### config.mk
export PLATFORM = sky130hd
export DESIGN_NAME = gray_sync_dec_flat
export DESIGN_NICKNAME = d
export VERILOG_FILES = /design/src/rtl/gray_pkg.sv /design/src/rtl/gray_sync_dec_if.sv /design/src/rtl/sync_2ff.sv /design/src/rtl/gray_sync_dec.sv /design/src/flat_wrapper.sv
export SDC_FILE = /design/constraint.sdc
export NUM_CORES = 1
export LEC_CHECK = 0
export CAP_MARGIN = 20
export CORE_AREA = 2 2 45 47
export CTS_BUF_LIST = sky130_fd_sc_hd__clkbuf_16
export DETAILED_ROUTE_END_ITERATION = 8
export DIE_AREA = 0 0 47 49
export PLACE_DENSITY = 0.75
export REMOVE_ABC_BUFFERS = 1
export SLEW_MARGIN = 20
export SYNTH_ARGS = -nofsm -noshare
export SYNTH_HDL_FRONTEND = slang
export SYNTH_HIERARCHICAL = 1
export SYNTH_SLANG_ARGS = --single-unit
### constraint.sdc
create_clock -name clk -period 5.91 [get_ports clk]
set_input_delay 0.591 -clock clk [delete_from_list [all_inputs] [get_ports clk]]
set_output_delay 0.591 -clock clk [all_outputs]
set_load 0.02 [all_outputs]
### src/rtl/gray_pkg.sv
// rtl/gray_pkg.sv - Gray/binary conversion and popcount helpers shared by gray_cnt and gray_sync_dec
package gray_pkg;

  localparam int GRAY_W_MAX = 32;

  typedef logic [GRAY_W_MAX-1:0] gray_word_t;

  // Callers zero-extend narrower words; leading zeros do not disturb the XOR chain.
  function automatic gray_word_t gray2bin(input gray_word_t g);
    gray_word_t b;
    b[GRAY_W_MAX-1] = g[GRAY_W_MAX-1];
    for (int i = GRAY_W_MAX - 2; i >= 0; i--) begin
      b[i] = b[i+1] ^ g[i];
    end
    return b;
  endfunction

  function automatic gray_word_t bin2gray(input gray_word_t b);
    return b ^ (b >> 1);
  endfunction

  function automatic logic [5:0] popcount(input gray_word_t v);
    logic [5:0] c;
    c = '0;
    for (int i = 0; i < GRAY_W_MAX; i++) begin
      c = c + {5'd0, v[i]};
    end
    return c;
  endfunction

endpackage

### src/rtl/gray_sync_dec_if.sv
// rtl/gray_sync_dec_if.sv - Pointer input and decoded status bundle for gray_sync_dec
interface gray_sync_dec_if #(
  parameter int N = 4
);
  logic [N-1:0] gray_in;
  logic         err_clr;
  logic [N-1:0] gray_sync;
  logic [N-1:0] bin;
  logic [N-1:0] delta;
  logic         step;
  logic         valid;
  logic         err;

  modport master (
    output gray_in, err_clr,
    input  gray_sync, bin, delta, step, valid, err
  );

  modport slave (
    input  gray_in, err_clr,
    output gray_sync, bin, delta, step, valid, err
  );
endinterface

### src/rtl/sync_2ff.sv
// rtl/sync_2ff.sv - Plain two-flop synchronizer with a parameterised reset value
module sync_2ff #(
  parameter int           W       = 2,
  parameter logic [W-1:0] rst_val = '0
) (
  input  logic         clk,
  input  logic         rstp,
  input  logic [W-1:0] d,
  output logic [W-1:0] q
);
  logic [W-1:0] s1;

  // Nothing sits between the flops so the first stage has a full cycle to resolve.
  always_ff @(posedge clk) begin
    if (rstp) begin
      s1 <= rst_val;
      q  <= rst_val;
    end else begin
      s1 <= d;
      q  <= s1;
    end
  end
endmodule

### src/rtl/gray_sync_dec.sv
// rtl/gray_sync_dec.sv - Synchronises a foreign-domain Gray pointer, decodes it and flags illegal jumps
module gray_sync_dec
  import gray_pkg::*;
#(
  parameter int   N         = 4,
  parameter logic first_bit = 1'b0
) (
  input logic           clk,
  input logic           rstp,
  gray_sync_dec_if.slave bus
);
  localparam logic [N-1:0] RST_VAL = {{(N-1){1'b0}}, first_bit};

  logic [N-1:0] s2;
  logic [N-1:0] bin_q;
  logic [N-1:0] delta_q;
  logic         step_q;
  logic         err_q;
  logic [1:0]   cnt_q;
  logic         valid_w;
  logic [N-1:0] bin_next;
  logic [N-1:0] delta_next;
  logic [N-1:0] prev_gray;
  logic         err_set;

  sync_2ff #(.W(N), .rst_val(RST_VAL)) u_sync (
    .clk  (clk),
    .rstp (rstp),
    .d    (bus.gray_in),
    .q    (s2)
  );

  assign valid_w = (cnt_q == 2'd3);

  // bin always holds the decode of last cycle's s2, so re-encoding it recovers the previous pointer.
  always_comb begin
    bin_next   = N'(gray2bin(gray_word_t'(s2)));
    delta_next = bin_next - bin_q;
    prev_gray  = N'(bin2gray(gray_word_t'(bin_q)));
    err_set    = valid_w && (popcount(gray_word_t'(s2 ^ prev_gray)) > 6'd1);
  end

  always_ff @(posedge clk) begin
    if (rstp) begin
      bin_q   <= RST_VAL;
      delta_q <= '0;
      step_q  <= 1'b0;
      err_q   <= 1'b0;
      cnt_q   <= 2'd0;
    end else begin
      bin_q   <= bin_next;
      delta_q <= delta_next;
      step_q  <= valid_w && (delta_next == N'(1));
      err_q   <= err_set | (err_q & ~bus.err_clr);
      if (cnt_q != 2'd3) begin
        cnt_q <= cnt_q + 2'd1;
      end
    end
  end

  assign bus.gray_sync = s2;
  assign bus.bin       = bin_q;
  assign bus.delta     = delta_q;
  assign bus.step      = step_q;
  assign bus.valid     = valid_w;
  assign bus.err       = err_q;
endmodule

### src/flat_wrapper.sv
// flat-port wrapper written by rule: the top's interface ports become plain ports
module gray_sync_dec_flat import gray_pkg::*;
#(
  parameter int   N         = 4,
  parameter logic first_bit = 1'b0
)
  (clk, rstp, bus_gray_in, bus_err_clr, bus_gray_sync, bus_bin, bus_delta, bus_step, bus_valid, bus_err);
  gray_sync_dec_if #(.N(N)) bus_i ();
  input logic clk;
  input logic rstp;
  input wire logic [$bits(bus_i.gray_in)-1:0] bus_gray_in;
  input wire logic [$bits(bus_i.err_clr)-1:0] bus_err_clr;
  output wire logic [$bits(bus_i.gray_sync)-1:0] bus_gray_sync;
  output wire logic [$bits(bus_i.bin)-1:0] bus_bin;
  output wire logic [$bits(bus_i.delta)-1:0] bus_delta;
  output wire logic [$bits(bus_i.step)-1:0] bus_step;
  output wire logic [$bits(bus_i.valid)-1:0] bus_valid;
  output wire logic [$bits(bus_i.err)-1:0] bus_err;
  assign bus_i.gray_in = bus_gray_in;
  assign bus_i.err_clr = bus_err_clr;
  assign bus_gray_sync = bus_i.gray_sync;
  assign bus_bin = bus_i.bin;
  assign bus_delta = bus_i.delta;
  assign bus_step = bus_i.step;
  assign bus_valid = bus_i.valid;
  assign bus_err = bus_i.err;
  gray_sync_dec #(.N(N), .first_bit(first_bit)) u_core (.clk(clk), .rstp(rstp), .bus(bus_i));
endmodule
==> results_tabular.tex, run 1 <==
\begin{tabular}{lr}
\hline
Metric & Value \\
\hline
\multicolumn{2}{l}{\textbf{Clocking}} \\
\quad Number of buffers created by CTS & 3 \\
\quad Clock tree from TritonCTS & yes \\
\quad Library cell used as clock root buffer & clkbuf\_16 \\
\quad CTS H-tree lvls & 1 \\
\quad Buffer count from post-CTS setup fixing & 0 \\
\quad Post-CTS Hold Buffers & 0 \\
\quad Resized cells post-CTS & 0 \\
\quad Later-pin clock latency in the skew report & around 0.25 ns \\
\quad Maximum buffer depth of the clock tree & 2 \\
\quad CTS Sinks & 20 \\
\quad Clock slew at reported path FFs & 0.05 ns \\
\multicolumn{2}{l}{\textbf{Power and ir drop}} \\
\quad Power per cell area & between 300 and 400 nW/um2 \\
\quad Leak pwr & 0.474 nW \\
\quad Highest ir drop seen on vdd & between 0.2 and 0.25 mV \\
\quad Total Power Consumption & approximately 0.36 mW \\
\multicolumn{2}{l}{\textbf{Logic synthesis}} \\
\quad Number of synthesized register bits & 20 \\
\quad Cell types with the largest area share after synthesis & dfxtp\_1 (49\%), xor2\_1 (7.5\%), ha\_1 (6.1\%), nor2b\_1 (6.1\%), fa\_1 (4.9\%) \\
\quad Post-synthesis instance total & 72 \\
\quad Cell taking the most area after synthesis & dfxtp\_1 \\
\quad Asr flop ratio synth & 0\% \\
\quad Post-synth EDFFs & 0 \\
\quad Netlist cell types & 24 \\
\quad Most common cell in the netlist & dfxtp\_1 \\
\quad Netlist Area Pre-Place & 816 um2 \\
\quad Number of warnings reported in the yosys synthesis log & 6 \\
\quad Most frequently used flop master after synthesis & dfxtp\_1 \\
\quad Fraction of synthesized cell area taken by the top area cell type & $\sim$50\% \\
\quad Most frequent cells after synthesis & dfxtp\_1 (20), nor2b\_1 (8), xor2\_1 (7) \\
\quad Synth Area per Inst & roughly 11 um2 \\
\quad Proportion of synthesized chip area in sequential cells & between 40\% and 50\% \\
\multicolumn{2}{l}{\textbf{Die}} \\
\quad Initial core utilization & between 40 and 50\% \\
\quad Chip height & 49 um \\
\quad DIE AREA & 2300 um2 \\
\quad I/O pin cnt & 22 \\
\quad Number of standard-cell rows in the floorplan & 16 \\
\quad Die W & 47 um \\
\quad Core area & 1840 um2 \\
\multicolumn{2}{l}{\textbf{Timing}} \\
\quad Worst hold slack across all endpoints & around 0.44 ns \\
\quad Total negative slack for setup checks & 0 ns \\
\quad RSZ-0062 raised after global routing & false \\
\quad Total setup violations reported at the end of the flow & 0 \\
\quad Hold violation total from the final report & 0 \\
\quad Transition time at the pin with the least slew margin & 0.681 ns \\
\quad Achievable frequency & 431 MHz \\
\quad PnR worst setup slack & 3.59 ns \\
\quad Time the final worst path needs with I/O delays and setup & 2.32 ns \\
\quad Normalized max-slew margin & 54.4\% \\
\quad Post-route clock period utilization & 39.3\% \\
\quad Slew Limit Fails & 0 \\
\quad Final Skew & 0.00123 ns \\
\multicolumn{2}{l}{\textbf{Route}} \\
\quad Overall via count from detail\_route & 545 \\
\quad First-pass iteration count of the detailed router & 3 \\
\quad Mean routed wirelength per cell & 10.7 um \\
\quad Number of routed nets with antenna violations & 0 \\
\quad Total wirelength of the detailed-routed design & 1300 um \\
\quad Number of violations reported at the end of detailed-routing iteration 0 & 5 \\
\quad Residual DRC & 0 \\
\quad Via density per instance & 4.47 \\
\multicolumn{2}{l}{\textbf{Worst setup path}} \\
\quad Required time of the critical path & roughly 6.1 ns \\
\quad Peak per-stage delay on the critical path & 0.54 ns \\
\quad CP Cell Sequence & xnor3\_2, xor2\_2, ha\_1, fa\_1, xor2\_1, and4\_1, o21a\_1 \\
\quad Category of the worst setup path launch point & flop \\
\quad Critical path fanouts, max & 6 \\
\quad Largest delay contributor family on the critical path & XOR/XNOR gates \\
\quad Crit-path slowest cell & xnor3\_2 \\
\quad Sum of buffers and inverters on the critical path & 0 \\
\quad Type of element capturing the critical path & flop \\
\quad Type of the worst setup path & flop to flop \\
\quad Critical Path AT & 2.46 ns \\
\multicolumn{2}{l}{\textbf{Layout}} \\
\quad Final Instance Area & 1130 um2 \\
\quad Growth of design area from synthesis to finish & 38.6\% \\
\quad Share of post-route cells with drive strength above 1 & 7.37\% \\
\quad Net count of the finished layout & 110 \\
\quad Antenna Diode Count & 0 \\
\multicolumn{2}{l}{\textbf{Placement}} \\
\quad Pre-CTS setup slack & 3.59 ns \\
\quad Count of port buffers added during placement & 21 \\
\quad Routability congestion estimate from global placement & 0.733 \\
\quad Post-place instance area & approximately 1100 um2 \\
\quad HPWL Detailed & 938 um \\
\multicolumn{2}{l}{\textbf{Min path}} \\
\quad Class of the tightest hold or removal check & flop to flop \\
\multicolumn{2}{l}{\textbf{Run status}} \\
\quad Outcome & completed \\
\multicolumn{2}{l}{\textbf{Global routing}} \\
\quad Maximum number of pins on one net before global-route repair & 20 \\
\quad Overall track demand over capacity in global routing & between 10\% and 20\% \\
\quad Wire length of the first global-routing pass & roughly 2100 um \\
\quad Antenna violations before repair & 0 \\
\quad Vias in the first global route & 499 \\
\quad GRT Residual Overflow & 0 \\
\multicolumn{2}{l}{\textbf{Flow run}} \\
\quad Number of max-cap violations & 0 \\
\hline
\end{tabular}
[state kept, by name, indices dropped and copies added, names as in the netlist]
signal            count
u_core/bus.delta      4
u_core/cnt_q          2
u_core/bus.bin        4
u_core/u_sync/q       4
u_core/bus.step       1
u_core/u_sync/s1      4
u_core/bus.err        1
[metal layers]
| metal | up-vias | GRT usage (%) | part of all wire, % |
|---|---|---|---|
| met1 | 250 | 15.1 | 44 |
| met2 | 15 | 20.8 | 48 |
| met5 | - | 0 | 0 |
| li1 | 276 | - | - |
| met4 | 0 | 5.56 | 2.1 |
| met3 | 4 | 4.44 | 5.5 |
[worst paths after layout]
| check | depth (start not counted) | slack [ns] | endpoint | start |
|---|---|---|---|---|
| max | 7 | 3.59 | u_core/bus.step$_SDFF_PP0_ | u_core/u_sync/q[3]$_SDFF_PP0_ |
| min | 1 | 0.44 | u_core/u_sync/q[2]$_SDFF_PP0_ | u_core/u_sync/s1[2]$_SDFF_PP0_ |
| max reg2reg | 7 | 3.59 | u_core/bus.step$_SDFF_PP0_ | u_core/u_sync/q[3]$_SDFF_PP0_ |
| min reg2reg | 1 | 0.44 | u_core/u_sync/q[2]$_SDFF_PP0_ | u_core/u_sync/s1[2]$_SDFF_PP0_ |
[per-stage QoR]
stage	utilization, %	instances
after detailed placement	57.3	119
after global routing	61.4	122
after global placement	57.3	119
after floorplan	-	71
final	61.4	122
after CTS	61.4	122
[cells by family (layout without fill, tap and decap cells)]
family,Yosys count,count (layout),synth area share [%]
buffers and inverters,5,28,2.30
flip-flops,20,20,49.1
adder cells (fa/ha/maj),6,6,11.0
AO/OA/AOI/OAI,5,5,3.83
AND/OR/NAND/NOR,22,22,15.8
multiplexers,1,1,1.23
XOR/XNOR,13,13,16.7
[cells in the final DEF, fill, tap and decap left out]
| master | instances |
|---|---|
| a21oi_1 | 2 |
| ha_1 | 4 |
| nor3_1 | 1 |
| nor2b_2 | 1 |
| mux2i_1 | 1 |
| and3_1 | 1 |
| nor2_2 | 1 |
| nor3b_1 | 1 |
| and2_1 | 1 |
| fa_1 | 2 |
| xor2_2 | 1 |
| o21ai_1 | 1 |
| nor2_1 | 6 |
| nor2b_1 | 8 |
| dfxtp_1 | 20 |
| xor2_1 | 7 |
| clkbuf_16 | 3 |
| xnor2_1 | 4 |
| xnor3_2 | 1 |
| o21a_1 | 1 |
| and4_1 | 1 |
| nand3b_1 | 1 |
| clkdlybuf4s50_1 | 21 |
| a31o_1 | 1 |
| inv_1 | 4 |
[where the power goes]
part / leakage [nW] / switching, mW / total [mW] / internal, mW
combinational: 0.272 / 0.0365 / 0.0738 / 0.0373
clock: 0.0370 / 0.0453 / 0.134 / 0.0890
sequential: 0.165 / 0.00722 / 0.154 / 0.147
total: 0.474 / 0.0890 / 0.362 / 0.273
[cell type report]
cell class	count	area [um2]
Tap cell	27	33.8
Timing Repair Buffer	21	210
Multi-Input combinational cell	47	397
Clock buffer	3	75.1
Inverter	4	15.0
Fill cell	161	711
Sequential cell	20	400
[worst reg2reg max path: cells and delay by family, from the launching register on]
| kind | cells | cell delay, ns |
|---|---|---|
| compound gates | 1 | 0.09 |
| simple gates | 1 | 0.20 |
| flops | 1 | 0.43 |
| fa+ha+maj | 2 | 0.59 |
| xor+xnor | 3 | 0.91 |
Power figures use the tool's default switching activity.
==> run 2, diff against run 1 <==
- CORE_AREA: 2 2 45 47 -> 2 2 46 48
- DIE_AREA: 0 0 47 49 -> 0 0 48 50
- PLACE_DENSITY: 0.75 -> 0.73
- clock period: 5.91 -> 2.36 ns (I/O delays scaled with it)
==> results_tabular.tex, run 2 (synthesis results as in run 1) <==
\begin{tabular}{lr}
\hline
Metric & Value \\
\hline
\multicolumn{2}{l}{\textbf{Run status}} \\
\quad Outcome & completed (unchanged) \\
\multicolumn{2}{l}{\textbf{Layout}} \\
\quad Highest-count cells in the layout ignoring fill and taps & clkdlybuf4s50\_1 (21), dfxtp\_1 (20), nor2b\_1 (8) (unchanged) \\
\quad Commonest non-fill, non-tap cell in the layout & clkdlybuf4s50\_1 (unchanged) \\
\quad Growth of design area from synthesis to finish & 41.0\% (was 38.6\%) \\
\quad Antenna Diode Count & 0 (unchanged) \\
\quad Post-route insts no fill & 125 (was 122) \\
\quad Core utilization of the finished layout & 60.5\% (was 61.4\%) \\
\quad Net count of the finished layout & 112 (was 110) \\
\quad Share of post-route cells with drive strength above 1 & 9.18\% (was 7.37\%) \\
\quad Final Instance Area & 1150 um2 (was 1130 um2) \\
\multicolumn{2}{l}{\textbf{Clocking}} \\
\quad CTS Sinks & 20 (unchanged) \\
\quad CTS H-tree lvls & 1 (unchanged) \\
\quad Library cell used as clock root buffer & clkbuf\_16 (unchanged) \\
\quad Clock slew at reported path FFs & 0.05 ns (about the same) \\
\quad Later-pin clock latency in the skew report & 0.25 ns (about the same) \\
\quad Post-CTS Hold Buffers & 0 (unchanged) \\
\quad Clock tree from TritonCTS & yes (unchanged) \\
\quad Number of buffers created by CTS & 3 (unchanged) \\
\quad Maximum buffer depth of the clock tree & 2 (unchanged) \\
\quad Resized cells post-CTS & 0 (unchanged) \\
\quad Buffer count from post-CTS setup fixing & 0 (unchanged) \\
\multicolumn{2}{l}{\textbf{Placement}} \\
\quad Post-place instance area & 1070 um2 (was 1060 um2) \\
\quad HPWL Detailed & 981 um (was 938 um) \\
\quad Number of placed cells counting well taps & 121 (was 119) \\
\quad Count of port buffers added during placement & 21 (unchanged) \\
\quad Routability congestion estimate from global placement & 0.771 (was 0.733) \\
\multicolumn{2}{l}{\textbf{Timing}} \\
\quad Time the final worst path needs with I/O delays and setup & 2.29 ns (was 2.32 ns) \\
\quad RSZ-0062 raised after global routing & false (unchanged) \\
\quad Slew Limit Fails & 0 (unchanged) \\
\quad Worst hold slack across all endpoints & 0.434 ns (was 0.436 ns) \\
\quad Final Skew & 0.00166 ns (was 0.00123 ns) \\
\quad Transition time at the pin with the least slew margin & 0.458 ns (was 0.681 ns) \\
\quad Hold violation total from the final report & 0 (unchanged) \\
\quad Total negative slack for setup checks & 0 ns (unchanged) \\
\quad Normalized max-slew margin & 69.4\% (was 54.4\%) \\
\quad Total setup violations reported at the end of the flow & 0 (unchanged) \\
\quad Post-route clock period utilization & 97.1\% (was 39.3\%) \\
\quad Achievable frequency & 436 MHz (was 431 MHz) \\
\multicolumn{2}{l}{\textbf{Route}} \\
\quad Number of violations reported at the end of detailed-routing iteration 0 & 12 (was 5) \\
\quad First-pass iteration count of the detailed router & 3 (unchanged) \\
\quad Number of routed nets with antenna violations & 0 (unchanged) \\
\quad Via density per instance & 4.43 (was 4.47) \\
\quad Overall via count from detail\_route & 554 (was 545) \\
\quad Mean routed wirelength per cell & 11.3 um (was 10.7 um) \\
\quad Residual DRC & 0 (unchanged) \\
\quad Total wirelength of the detailed-routed design & 1410 um (was 1300 um) \\
\multicolumn{2}{l}{\textbf{Power and ir drop}} \\
\quad Power per cell area & 805 nW/um2 (was 320 nW/um2) \\
\quad Highest ir drop seen on vdd & 0.496 mV (was 0.245 mV) \\
\quad Leak pwr & 0.486 nW (was 0.474 nW) \\
\multicolumn{2}{l}{\textbf{Global routing}} \\
\quad GRT Residual Overflow & 0 (unchanged) \\
\quad Overall track demand over capacity in global routing & 14.8\% (was 12.9\%) \\
\quad Antenna violations before repair & 0 (unchanged) \\
\quad Vias in the first global route & 517 (was 499) \\
\quad Maximum number of pins on one net before global-route repair & 14 (was 20) \\
\quad Wire length of the first global-routing pass & 2370 um (was 2130 um) \\
\multicolumn{2}{l}{\textbf{Die}} \\
\quad DIE AREA & 2400 um2 (was 2300 um2) \\
\quad Die W & 48 um (was 47 um) \\
\quad Chip height & 50 um (was 49 um) \\
\quad Core area & 1900 um2 (was 1840 um2) \\
\quad Number of standard-cell rows in the floorplan & 16 (unchanged) \\
\quad I/O pin cnt & 22 (unchanged) \\
\quad Initial core utilization & 42.9\% (was 44.3\%) \\
\multicolumn{2}{l}{\textbf{Worst setup path}} \\
\quad Sum of buffers and inverters on the critical path & 0 (unchanged) \\
\quad Type of element capturing the critical path & flop (unchanged) \\
\quad Largest delay contributor family on the critical path & XOR/XNOR gates (unchanged) \\
\quad Critical Path AT & 2.49 ns (was 2.46 ns) \\
\quad Critical path fanouts, max & 4 (was 6) \\
\quad Peak per-stage delay on the critical path & 0.44 ns (was 0.54 ns) \\
\quad Required time of the critical path & 2.56 ns (was 6.05 ns) \\
\quad Category of the worst setup path launch point & flop (unchanged) \\
\quad Crit-path slowest cell & xnor3\_2 (unchanged) \\
\quad CP Cell Sequence & xnor3\_2, xor2\_2, ha\_1, fa\_1, xor2\_1, and4\_1, o21a\_1 (unchanged) \\
\quad Type of the worst setup path & flop to flop (unchanged) \\
\multicolumn{2}{l}{\textbf{Min path}} \\
\quad Class of the tightest hold or removal check & flop to flop (unchanged) \\
\multicolumn{2}{l}{\textbf{Flow run}} \\
\quad Number of max-cap violations & 0 (unchanged) \\
\hline
\end{tabular}
==> run 2: per-layer routing <==
layer	track usage, %	share of wire (%)
met4	9.46	3.0
met3	3.30	4.3
met2	21.8	47
met5	0	0
met1	18.6	46
==> run 2: stage by stage <==
step           power, mW  worst slack [ns]
3_3_place_gp       0.576             0.226
4_1_cts            0.932            0.0782
2_1_floorplan      0.506           -0.0148
3_5_place_dp       0.580             0.137
5_1_grt            0.972           0.00867
6_report           0.925            0.0675
==> run 2: path summary, 6_finish.rpt <==
path | end | cells after the start | slack (ns) | start
max reg2reg | u_core/bus.step$_SDFF_PP0_ | 7 | 0.07 | u_core/u_sync/q[2]$_SDFF_PP0_
min | u_core/u_sync/q[3]$_SDFF_PP0_ | 1 | 0.43 | u_core/u_sync/s1[3]$_SDFF_PP0_
max | u_core/bus.step$_SDFF_PP0_ | 7 | 0.07 | u_core/u_sync/q[2]$_SDFF_PP0_
min reg2reg | u_core/u_sync/q[3]$_SDFF_PP0_ | 1 | 0.43 | u_core/u_sync/s1[3]$_SDFF_PP0_
==> run 2: area by class of cell <==
cell class              instances  area, um2
inverters                       4       15.0
well taps                      27       33.8
repair buffers                 23        225
clock buffers                   3       75.1
clock inverters                 1       3.75
fillers                       171        752
flip-flops and latches         20        400
multi-input cells              47        397
==> run 2: power by group <==
group	internal (mW)	leakage, nW	switching (mW)
clock	0.226	0.0385	0.123
sequential	0.368	0.165	0.0166
combinational	0.0962	0.282	0.0963
==> run 3, diff against run 2 <==
- SKIP_LAST_GASP: not set -> 1
==> results of run 3 <==
No change in the layout: final DEF, timing and power equal those of run 2.
